### src/rtl/load_store_unit.sv
// load_store_unit: memory-access stage behind the 32-bit ALU.
// Accepts one load/store from EX, issues it to data memory over a valid/ready
// port and, for loads, aligns and extends the response before handing it to
// writeback. Misaligned or illegal ops never reach memory and raise a pulse.
//
// Ports:
//   clk, rst                    clock, synchronous active-high reset
//   req_valid/req_ready         EX handshake (req_ready low = pipeline stall)
//   req_store, req_funct3       op kind and RISC-V width code
//   req_addr, req_wdata, req_rd effective address, store data, load dest tag
//   mem_req_valid/mem_req_ready memory request handshake
//   mem_addr, mem_we, mem_wdata word address, byte write mask, lane data
//   mem_resp_valid/_data        load response (always accepted in WAIT_RESP)
//   wb_valid, wb_rd, wb_data    load result, one-cycle pulse
//   misaligned                  one-cycle pulse for a misaligned/illegal op
//
// state     | meaning
// ----------+-------------------------------------------------------------
// IDLE      | ready for a new op
// REQ       | memory request presented, waiting for mem_req_ready
// WAIT_RESP | load issued, waiting for mem_resp_valid
// ERR       | misaligned/illegal op, misaligned pulsed for one cycle
module load_store_unit (
  input  logic        clk,
  input  logic        rst,
  input  logic        req_valid,
  output logic        req_ready,
  input  logic        req_store,
  input  logic [2:0]  req_funct3,
  input  logic [31:0] req_addr,
  input  logic [31:0] req_wdata,
  input  logic [4:0]  req_rd,
  output logic        mem_req_valid,
  input  logic        mem_req_ready,
  output logic [31:0] mem_addr,
  output logic [3:0]  mem_we,
  output logic [31:0] mem_wdata,
  input  logic        mem_resp_valid,
  input  logic [31:0] mem_resp_data,
  output logic        wb_valid,
  output logic [4:0]  wb_rd,
  output logic [31:0] wb_data,
  output logic        misaligned
);

  typedef enum logic [1:0] {S_IDLE, S_REQ, S_WAIT_RESP, S_ERR} state_t;

  state_t      state_q, state_d;
  logic        store_q, store_d;
  logic [2:0]  funct3_q, funct3_d;
  logic [31:0] addr_q, addr_d;
  logic [31:0] wdata_q, wdata_d;
  logic [4:0]  rd_q, rd_d;
  logic        wb_valid_q, wb_valid_d;
  logic [31:0] wb_data_q, wb_data_d;
  logic [4:0]  wb_rd_q, wb_rd_d;

  logic        req_bad;
  logic [1:0]  off;
  logic [31:0] shifted;
  logic [31:0] load_val;

  // Legality and alignment are judged on the incoming op so the error path
  // is decided at accept time and memory is never touched.
  always_comb begin
    req_bad = 1'b0;
    if (req_store) begin
      case (req_funct3)
        3'b000:  req_bad = 1'b0;
        3'b001:  req_bad = req_addr[0];
        3'b010:  req_bad = |req_addr[1:0];
        default: req_bad = 1'b1;
      endcase
    end else begin
      case (req_funct3)
        3'b000, 3'b100: req_bad = 1'b0;
        3'b001, 3'b101: req_bad = req_addr[0];
        3'b010:         req_bad = |req_addr[1:0];
        default:        req_bad = 1'b1;
      endcase
    end
  end

  assign off = addr_q[1:0];

  always_comb begin
    mem_we    = 4'b0000;
    mem_wdata = wdata_q;
    case (funct3_q[1:0])
      2'b00:   mem_wdata = {4{wdata_q[7:0]}};
      2'b01:   mem_wdata = {2{wdata_q[15:0]}};
      default: mem_wdata = wdata_q;
    endcase
    if (state_q == S_REQ && store_q) begin
      case (funct3_q[1:0])
        2'b00:   mem_we = 4'b0001 << off;
        2'b01:   mem_we = 4'b0011 << off;
        default: mem_we = 4'b1111;
      endcase
    end
  end

  assign shifted = mem_resp_data >> {off, 3'b000};

  always_comb begin
    case (funct3_q)
      3'b000:  load_val = {{24{shifted[7]}}, shifted[7:0]};
      3'b100:  load_val = {24'h000000, shifted[7:0]};
      3'b001:  load_val = {{16{shifted[15]}}, shifted[15:0]};
      3'b101:  load_val = {16'h0000, shifted[15:0]};
      default: load_val = mem_resp_data;
    endcase
  end

  always_comb begin
    state_d    = state_q;
    store_d    = store_q;
    funct3_d   = funct3_q;
    addr_d     = addr_q;
    wdata_d    = wdata_q;
    rd_d       = rd_q;
    wb_valid_d = 1'b0;
    wb_data_d  = wb_data_q;
    wb_rd_d    = wb_rd_q;
    case (state_q)
      S_IDLE: begin
        if (req_valid) begin
          store_d  = req_store;
          funct3_d = req_funct3;
          addr_d   = req_addr;
          wdata_d  = req_wdata;
          rd_d     = req_rd;
          state_d  = req_bad ? S_ERR : S_REQ;
        end
      end
      S_REQ: begin
        if (mem_req_ready) state_d = store_q ? S_IDLE : S_WAIT_RESP;
      end
      S_WAIT_RESP: begin
        if (mem_resp_valid) begin
          wb_valid_d = 1'b1;
          wb_data_d  = load_val;
          wb_rd_d    = rd_q;
          state_d    = S_IDLE;
        end
      end
      default: state_d = S_IDLE;
    endcase
  end

  always_ff @(posedge clk) begin
    if (rst) begin
      state_q    <= S_IDLE;
      store_q    <= 1'b0;
      funct3_q   <= 3'b000;
      addr_q     <= 32'h0;
      wdata_q    <= 32'h0;
      rd_q       <= 5'h0;
      wb_valid_q <= 1'b0;
      wb_data_q  <= 32'h0;
      wb_rd_q    <= 5'h0;
    end else begin
      state_q    <= state_d;
      store_q    <= store_d;
      funct3_q   <= funct3_d;
      addr_q     <= addr_d;
      wdata_q    <= wdata_d;
      rd_q       <= rd_d;
      wb_valid_q <= wb_valid_d;
      wb_data_q  <= wb_data_d;
      wb_rd_q    <= wb_rd_d;
    end
  end

  assign req_ready     = (state_q == S_IDLE) && !rst;
  assign mem_req_valid = (state_q == S_REQ);
  assign mem_addr      = {addr_q[31:2], 2'b00};
  assign misaligned    = (state_q == S_ERR);
  assign wb_valid      = wb_valid_q;
  assign wb_data       = wb_data_q;
  assign wb_rd         = wb_rd_q;

endmodule

### config.mk
export PLATFORM = sky130hd
export DESIGN_NAME = load_store_unit
export DESIGN_NICKNAME = d
export VERILOG_FILES = /design/src/rtl/load_store_unit.sv
export SDC_FILE = /design/constraint.sdc
export NUM_CORES = 1
export LEC_CHECK = 0
export CORE_MARGIN = 3
export CORE_UTILIZATION = 47
export DETAILED_ROUTE_END_ITERATION = 16
export HOLD_SLACK_MARGIN = 0.12
export PLACE_DENSITY = 0.87
export SYNTH_ARGS = -nofsm -noshare
export SYNTH_HDL_FRONTEND = slang
export SYNTH_SLANG_ARGS = --single-unit
export TNS_END_PERCENT = 50
### constraint.sdc
create_clock -name clk -period 5 [get_ports clk]
set_clock_uncertainty 0.2 [all_clocks]
set_input_delay 0.75 -clock clk [delete_from_list [all_inputs] [get_ports clk]]
set_output_delay 0.75 -clock clk [all_outputs]
set_load 0.02 [all_outputs]
* Word-level counts from Yosys, hierarchy flattened
Cells that the tools add are included.
Word-level totals: output and inout bits 109, register bits 113, logic and storage cells 55, input bits 110
Cells by class: muxes and demuxes 14, shift operators 3, bitwise gates (word level) 1, equal/unequal tests 14, reduce and logical (&&, ||, !) cells 14
Operator list (number):
- 32-bit one-hot mux with 4 select lines | 1
- 32-bit one-hot mux with 2 select lines | 1
- 32-bit by 5-bit >> shifter with 16-bit output | 1
- 3-bit == test (second input constant) | 4
- 2-bit 2-to-1 mux | 5
- 4-bit one-hot mux with 2 select lines | 1
- 2-bit OR reduction | 4
- 3-bit by 1-bit == test with 1-bit output (second input constant) | 2
- 3-bit zero test | 2
- 1-bit one-hot mux with 3 select lines | 2
- 2-bit one-hot mux with 3 select lines | 1
- 2-bit by 1-bit == test with 1-bit output (second input constant) | 2
- 2-bit == test (second input constant) | 2
- 2-bit zero test | 2
- 4-bit 2-to-1 mux | 1
- 2-bit != test (second input constant) | 2
- 2-bit AND reduction | 2
- 1-bit by 2-bit << shifter with 4-bit output (first input constant) | 1
- 2-bit by 2-bit << shifter with 4-bit output (first input constant) | 1
- 3-bit by 2-bit == test with 1-bit output (second input constant) | 1
- 3-bit AND reduction | 1
- 1-bit logical AND | 2
- 1-bit 2-to-1 mux | 2
- 2-bit by 1-bit != test with 1-bit output (second input constant) | 1
- other kinds (2) | 2

* Logic depth before layout (Yosys ltp)
Gate-level depths: netlist of the first run.
depth in word-level cells 7, gate-level depth with buffers 7, gate-level depth less buffers 4

* Worst setup path after synthesis of the first run
OpenSTA, ideal clock, no wires.
kind in2out, start in rst, end out req_ready, setup slack 2.285 ns, arrival time 1.765 ns, required time 4.050 ns, stages on the path 4, path buffers 3, cell sequence clkbuf_1 -> clkbuf_1 -> clkbuf_1 -> nor3_1
Between the ends: longest elaborated chain between the ends 2
RTL lines:
- start, declared | RTL line 25 | input logic rst,
- 1-bit zero test | RTL line 175 | assign req_ready = (state_q == S_IDLE) && !rst;
- 1-bit logical AND | RTL line 175
- end, declared | RTL line 27 | output logic req_ready,
No other way between the ends.

* Final worst setup path of the first run
start reg funct3_q[0], end out mem_we[2]
Between the ends: longest elaborated chain between the ends 3, elaborated cells between the ends (all ways) 4, those cells by class 1 x eq/ne; 2 x mux; 1 x reduce/logical
RTL lines:
- start, declared | RTL line 50 | logic [2:0] funct3_q, funct3_d;
- start signal, assigned | RTL line 165 | funct3_q <= funct3_d;
- 2-bit by 1-bit == test with 1-bit output or 2-bit zero test (tied branches) | RTL line 95 | case (funct3_q[1:0])
- 4-bit one-hot mux with 2 select lines (*) | RTL line 95
- 4-bit 2-to-1 mux (*) | RTL line 94 | if (state_q == S_REQ && store_q) begin
- end, declared | RTL line 36 | output logic [3:0] mem_we,
Every way passes the cells marked *; elsewhere a longest branch is shown, timed or not.

==> out/metrics.csv, run 1 <==
stage,metric,value,unit
min_path,hold path startpoint,rd_q[0],
grt,pin count of the biggest net entering global routing,80,
power,Lkg Pwr,2.80,nW
sta,RSZ-0062 raised after global routing,false,
power,worst ir drop on vdd,248,µV
routing,drt first-iter violations,454,
critical_path,end point of the critical path,mem_we[2],
grt,first-pass GRT wire length,26.2,mm
critical_path,Crit. path cell count,4,
placement,global placer's final weighted congestion,0.942,
critical_path,Worst Setup SP,funct3_q[0],
cts,H-tree Lvls,4,
logic_synthesis,Synth Area in Adders,0,%
critical_path,CP arrival,2780,ps
outcome,status,"complete, no violations",
run,MaxCap Viol Count,0,
critical_path,critical path launch point type,register,
critical_path,CP Class,reg -> out,
routing,routed vias/inst,5.50,
critical_path,Worst Reg-to-Reg Cells,3,
logic_synthesis,ranking of synthesized cells by area,"dfxtp_1, nand2_1, a21oi_1, buf_4, mux2_2",
sta,Slew @ Worst Pin,1280,ps
critical_path,"slowest stage cell, crit path",dfxtp_1,
routing,Final ANT Viol Nets,0,
critical_path,startpoint of the worst register-to-register path,addr_q[1],
critical_path,Worst Path Buf+Inv,1,
power,net switching fraction of the power,27.9,%
routing,vias after detailed routing,5282,
cts,TritonCTS clock tree,built,
die,I/O pin count,219,
logic_synthesis,Mapped Avg Cell Area,7.97,µm²
logic_synthesis,number of synthesized register bits,113,
power,Flop pwr share,38.0,%
sta,Fmax achieved,0.268,GHz
power,Tot Pwr,2.71,mW
die,site row count,38,
logic_synthesis,Post-Synth Simple-Gate Area,18.3,%
routing,WL per Instance,17.5,µm
critical_path,worst-path maximum fanout,21,
die,Die Ht,112,µm
grt,GR Util All Layers,26.2,%
critical_path,r2r setup slk,2340,ps
sta,Final TNS setup,0,ps
critical_path,critical path endpoint category,output port,
logic_synthesis,proportion of synthesized area in mux cells,6.88,%
critical_path,Worst EP required,4050,ps
sta,Pins Over Slew Limit,0,
cts,Num CTS Buffers,17,
cts,# clock sinks,113,
power,Power Internal,1.95,mW
cells_and_area,most frequent cells in the layout,"clkdlybuf4s50_1, nand2_1, a21oi_1, dfxtp_1, nor2_1",
logic_synthesis,Synth area leader,dfxtp_1,
cts,Setup Buffers After CTS,0,
logic_synthesis,sequential-to-total area share from yosys stat,42.9,%
routing,Detailed Routing Iterations Pass 1,5,
routing,DRC,0,
logic_synthesis,area fraction in compound gates after synthesis,21.4,%
sta,Final Setup Violations,0,
logic_synthesis,Synth Instances,662,
die,core footprint,0.0109,mm²
cells_and_area,layout cell share with drive strength beyond 1,8.28,%
die,Initial Util,48.4,%
sta,Max transition margin,14.9,%
cts,PostCTS Resize Cnt,0,
cts,Clock Path Buffers,2,
power,switching pwr,0.754,mW
logic_synthesis,main combinational cell family by area after synthesis,compound AO/OA/AOI/OAI gates,
grt,initial antenna violation count,0,
placement,hpwl dp,12.0,mm
min_path,Hold WC Path Type,reg -> reg,
die,Die Wd,112,µm
sta,crit share post-route,74.6,%
critical_path,R2R Path End,wb_data[26],
critical_path,critical-path cell list,nor2b_1 -> nand2_1 -> a31oi_1 -> clkdlybuf4s50_1,
cts,CTS Root Cell,clkbuf_8,
cells_and_area,"commonest non-fill, non-tap cell in the layout",clkdlybuf4s50_1,
critical_path,Critical Path Max Stage Delay,1020,ps
sta,Tmin final,3730,ps
grt,number of global-route vias before repair,5162,
critical_path,kind of cell adding the most delay to the critical path,flip-flops,
cts,Post-CTS Hold Fix Bufs,0,
routing,Routed Wire Length,16.8,mm
die,die area,0.0125,mm²
sta,Final Hold Vio Count,0,
logic_synthesis,Synth cell types,37,
placement,Port Buf Inserts,216,
cts,clock latency on the worst-skew pair,500,ps
logic_synthesis,top cell type's share of synthesized area,42.9,%
cells_and_area,Area Growth Syn to Fin,45.2,%
power,Comb pwr share,21.1,%
cells_and_area,diode count,0,
logic_synthesis,synth warn,0,
power,Clock Power Share,40.9,%
grt,GRT overflow,0,
power,Pwr Density,353,mW/mm²
logic_synthesis,Synth Area in XOR/XNOR,0,%
cells_and_area,Post-layout nets,920,
cts,clk slew on worst S/H paths,50,ps
logic_synthesis,Post-Syn Area,0.00528,mm²
[power groups by stage]
stage | sequential, mW | clock, mW | combinational, mW
2_1_floorplan | 1.04 | 0 | 0.339
3_3_place_gp | 1.04 | 0 | 0.554
3_5_place_dp | 1.05 | 0 | 0.566
4_1_cts | 1.03 | 1.12 | 0.570
5_1_grt | 1.04 | 1.16 | 0.609
6_report | 1.03 | 1.11 | 0.570
[sequential cells by signal (all words and copies together) (netlist names)]
name      cells
addr_q       32
wb_data      32
wdata_q      32
rd_q          5
wb_rd         5
funct3_q      3
state_q       2
store_q       1
wb_valid      1
[synthesized netlist by cell type]
library cell,number
a211oi_1,7
a211oi_2,10
a21oi_1,116
a221oi_1,1
a2bb2oi_1,7
a31oi_1,3
and2_1,2
and3_1,5
and3b_1,1
buf_1,1
buf_2,23
buf_4,41
buf_8,1
clkbuf_1,27
conb_1,1
dfxtp_1,113
inv_1,2
mux2_2,16
mux2i_1,16
mux4_2,1
nand2_1,186
nand2b_1,6
nand3b_1,2
nor2_1,25
nor2_2,2
nor2b_1,6
nor3_1,4
o2111ai_4,1
o211a_1,4
o211ai_2,1
o21ai_0,13
o21bai_1,1
o221ai_1,7
o22a_1,1
o22ai_1,7
o31ai_1,1
o41ai_1,1
[area by class of cell]
class	count	area (µm²)
clock buffers	24	490
clock inverters	6	55.1
fillers	852	3230
inverters	2	7.51
multi-input cells	455	2470
flip-flops and latches	113	2260
well taps	140	175
repair buffers	221	2200
[worst min-delay path, stage by stage, from the launching register on]
cell	delay, ps
dfxtp_1	310
nand2_1	50
a21oi_1	50
[layer usage]
layer / part of all wire, % / up-vias / global-route usage (%) / wire length [µm]
li1: - / 2508 / - / -
met1: 38 / 2445 / 29.1 / 6370
met2: 48 / 292 / 45.0 / 8130
met3: 11 / 37 / 9.51 / 1860
met4: 2.7 / 0 / 11.4 / 450
met5: 0 / - / 0 / 0
[worst min path at each step]
stage | end | slack [ps] | depth (start not counted)
2_1_floorplan | wb_rd[0] | 230 | 2
3_3_place_gp | wb_rd[4] | 240 | 2
3_5_place_dp | wb_rd[0] | 240 | 2
4_1_cts | wb_rd[0] | 250 | 2
5_1_grt | wb_rd[4] | 260 | 2
6_report | wb_rd[0] | 250 | 2
[metrics by stage]
| stage | utilization, % | std cells | area [µm²] | hold slack [ps] | setup WS, ps |
|---|---|---|---|---|---|
| 6_report | 70.3 | 961 | 7660 | 251 | 1270 |
| 5_1_grt | 70.3 | 961 | 7660 | 258 | 1100 |
| 4_1_cts | 70.3 | 961 | 7660 | 253 | 1250 |
| 3_5_place_dp | 65.3 | 931 | 7110 | 244 | 1780 |
| 3_3_place_gp | 65.3 | 931 | 7110 | 240 | 1890 |
| 2_1_floorplan | - | 663 | 5280 | 232 | 2280 |
[kinds of logic after synthesis]
| family | Yosys count |
|---|---|
| other | 1 |
| and+or+nand+nor | 239 |
| AOI/OAI and AO/OA | 181 |
| buffers and inverters | 95 |
| DFF | 113 |
| muxes | 33 |
(Power assumes the default switching activity.)
==> run 2, diff against run 1 <==
--- a/config.mk
+++ b/config.mk
@@ -6,10 +6,10 @@
 export NUM_CORES = 1
 export LEC_CHECK = 0
 export CORE_MARGIN = 3
-export CORE_UTILIZATION = 47
+export CORE_UTILIZATION = 39
 export DETAILED_ROUTE_END_ITERATION = 16
 export HOLD_SLACK_MARGIN = 0.12
-export PLACE_DENSITY = 0.87
+export PLACE_DENSITY = 0.77
 export SYNTH_ARGS = -nofsm -noshare
 export SYNTH_HDL_FRONTEND = slang
 export SYNTH_SLANG_ARGS = --single-unit
==> constraint.sdc (replaced) <==
create_clock -name clk -period 3.04 [get_ports clk]
set_clock_uncertainty 0.2 [all_clocks]
set_input_delay 0.456 -clock clk [delete_from_list [all_inputs] [get_ports clk]]
set_output_delay 0.456 -clock clk [all_outputs]
set_load 0.02 [all_outputs]
==> run 2 against run 1 <==
Worst setup slack worse by 1100 ps. Sequential power is 62% higher. Die area increased by 19%. Count of clock-buffer cells in the layout fell by 6. Flip-flop and latch count unchanged. Combinational power grew 68%.
==> out/metrics.csv, run 2 (synthesis gave the netlist of run 1 again) <==
stage,metric,value,unit
critical_path,critical path launch point type,register,
min_path,Hold WC Path Type,reg -> reg,
cts,Setup Buffers After CTS,0,
power,Lkg Pwr,2.87,nW
cells_and_area,"commonest non-fill, non-tap cell in the layout",clkdlybuf4s50_1,
cts,clk slew on worst S/H paths,50,ps
placement,Port Buf Inserts,216,
power,Tot Pwr,4.80,mW
die,site row count,41,
grt,met2 usage,34.2,%
sta,Fmax achieved,0.350,GHz
die,Initial Util,40.8,%
cts,Num CTS Buffers,17,
routing,routed vias/inst,5.10,
placement,post-placement cell count,970,
sta,Pins Over Slew Limit,0,
power,Pwr Density,610,mW/mm²
run,MaxCap Viol Count,0,
sta,Slew @ Worst Pin,836,ps
cells_and_area,layout cell share with drive strength beyond 1,9.64,%
cells_and_area,Post-layout nets,927,
critical_path,worst-path maximum fanout,19,
cells_and_area,Final Non-Filler Cells,1002,
cts,CTS Root Cell,clkbuf_16,
routing,DRC,0,
grt,initial antenna violation count,0,
cts,TritonCTS clock tree,built,
min_path,WHS Path Cells,2,
placement,global placer's final weighted congestion,0.847,
cts,H-tree Lvls,4,
sta,Tmin final,2860,ps
critical_path,critical path endpoint category,output port,
routing,vias after detailed routing,5115,
die,Die Ht,122,µm
sta,Final Hold Vio Count,0,
die,Die Wd,122,µm
die,die area,0.0150,mm²
grt,GRT overflow,0,
grt,GR Util All Layers,21.7,%
grt,global routing's busiest layer,met2,
critical_path,Worst EP required,2380,ps
cells_and_area,diode count,0,
sta,crit share post-route,94.0,%
placement,hpwl dp,11.2,mm
die,core footprint,0.0129,mm²
sta,Final Setup Violations,0,
routing,Routed Wire Length,16.3,mm
grt,first-pass GRT wire length,25.3,mm
power,worst ir drop on vdd,317,µV
cells_and_area,FILL cells,1164,
outcome,status,"complete, no violations",
grt,M1 GR Usage,26.5,%
cts,PostCTS Resize Cnt,1,
cells_and_area,most frequent cells in the layout,"clkdlybuf4s50_1, nand2_1, a21oi_1, dfxtp_1, nor2_1",
grt,M3 GR Usage,8.66,%
critical_path,CP arrival,2200,ps
sta,Final TNS setup,0,ps
routing,Final ANT Viol Nets,0,
sta,Max transition margin,44.3,%
routing,WL per Instance,16.2,µm
grt,number of global-route vias before repair,4895,
grt,pin count of the biggest net entering global routing,80,
cts,# clock sinks,113,
sta,RSZ-0062 raised after global routing,false,
cts,clock latency on the worst-skew pair,410,ps
critical_path,Worst Reg-to-Reg Cells,3,
die,I/O pin count,219,
cells_and_area,Area Growth Syn to Fin,49.1,%
cts,Clock Path Buffers,2,
routing,Detailed Routing Iterations Pass 1,5,
critical_path,CP Class,reg -> out,
cts,Post-CTS Hold Fix Bufs,0,
routing,drt first-iter violations,441,
[run 2: report_power, final]
group          internal, mW  leakage [nW]  total [mW]  switching (mW)
logic                 0.457          1.64       0.959           0.502
registers              1.59         0.925        1.67          0.0815
clock network          1.45         0.302        2.17           0.716
[run 2: worst max-delay path: stages (launching register included)]
cell and delay, ps:
dfxtp_1 710, nand2b_1 350, a31oi_1 160, clkdlybuf4s50_1 570
[run 2: through the flow]
step | hold WS (ps) | setup slack (ps) | cell area (µm²) | utilization (%)
after floorplan | 232 | 913 | 5280 | -
after global placement | 238 | 522 | 7220 | 55.8
after detailed placement | 243 | 455 | 7220 | 55.8
after global routing | 260 | 50.4 | 7860 | 60.8
final | 248 | 184 | 7860 | 60.8
after CTS | 250 | 161 | 7860 | 60.8
[run 2: final timing paths]
check / start / to / slack [ps]
hold / removal: rd_q[4] / wb_rd[4] / 250
setup / recovery: addr_q[0] / mem_we[2] / 180
hold reg to reg: rd_q[4] / wb_rd[4] / 250
setup reg to reg: addr_q[0] / wb_data[16] / 790
[run 2: layout make-up]
cell class	count	area (µm²)	area share, %
clock inverters	14	213	2.70
clock buffers	18	429	5.46
multi-input cells	455	2470	31.4
inverters	2	7.51	0.0955
flip-flops and latches	113	2260	28.8
well taps	172	215	2.74
repair buffers	228	2260	28.8
[run 2: per-layer routing]
layer	part of all wire (%)	vias up
li1	-	2517
met1	41	2331
met3	11	27
met5	0	-
met4	1.8	0
met2	47	240
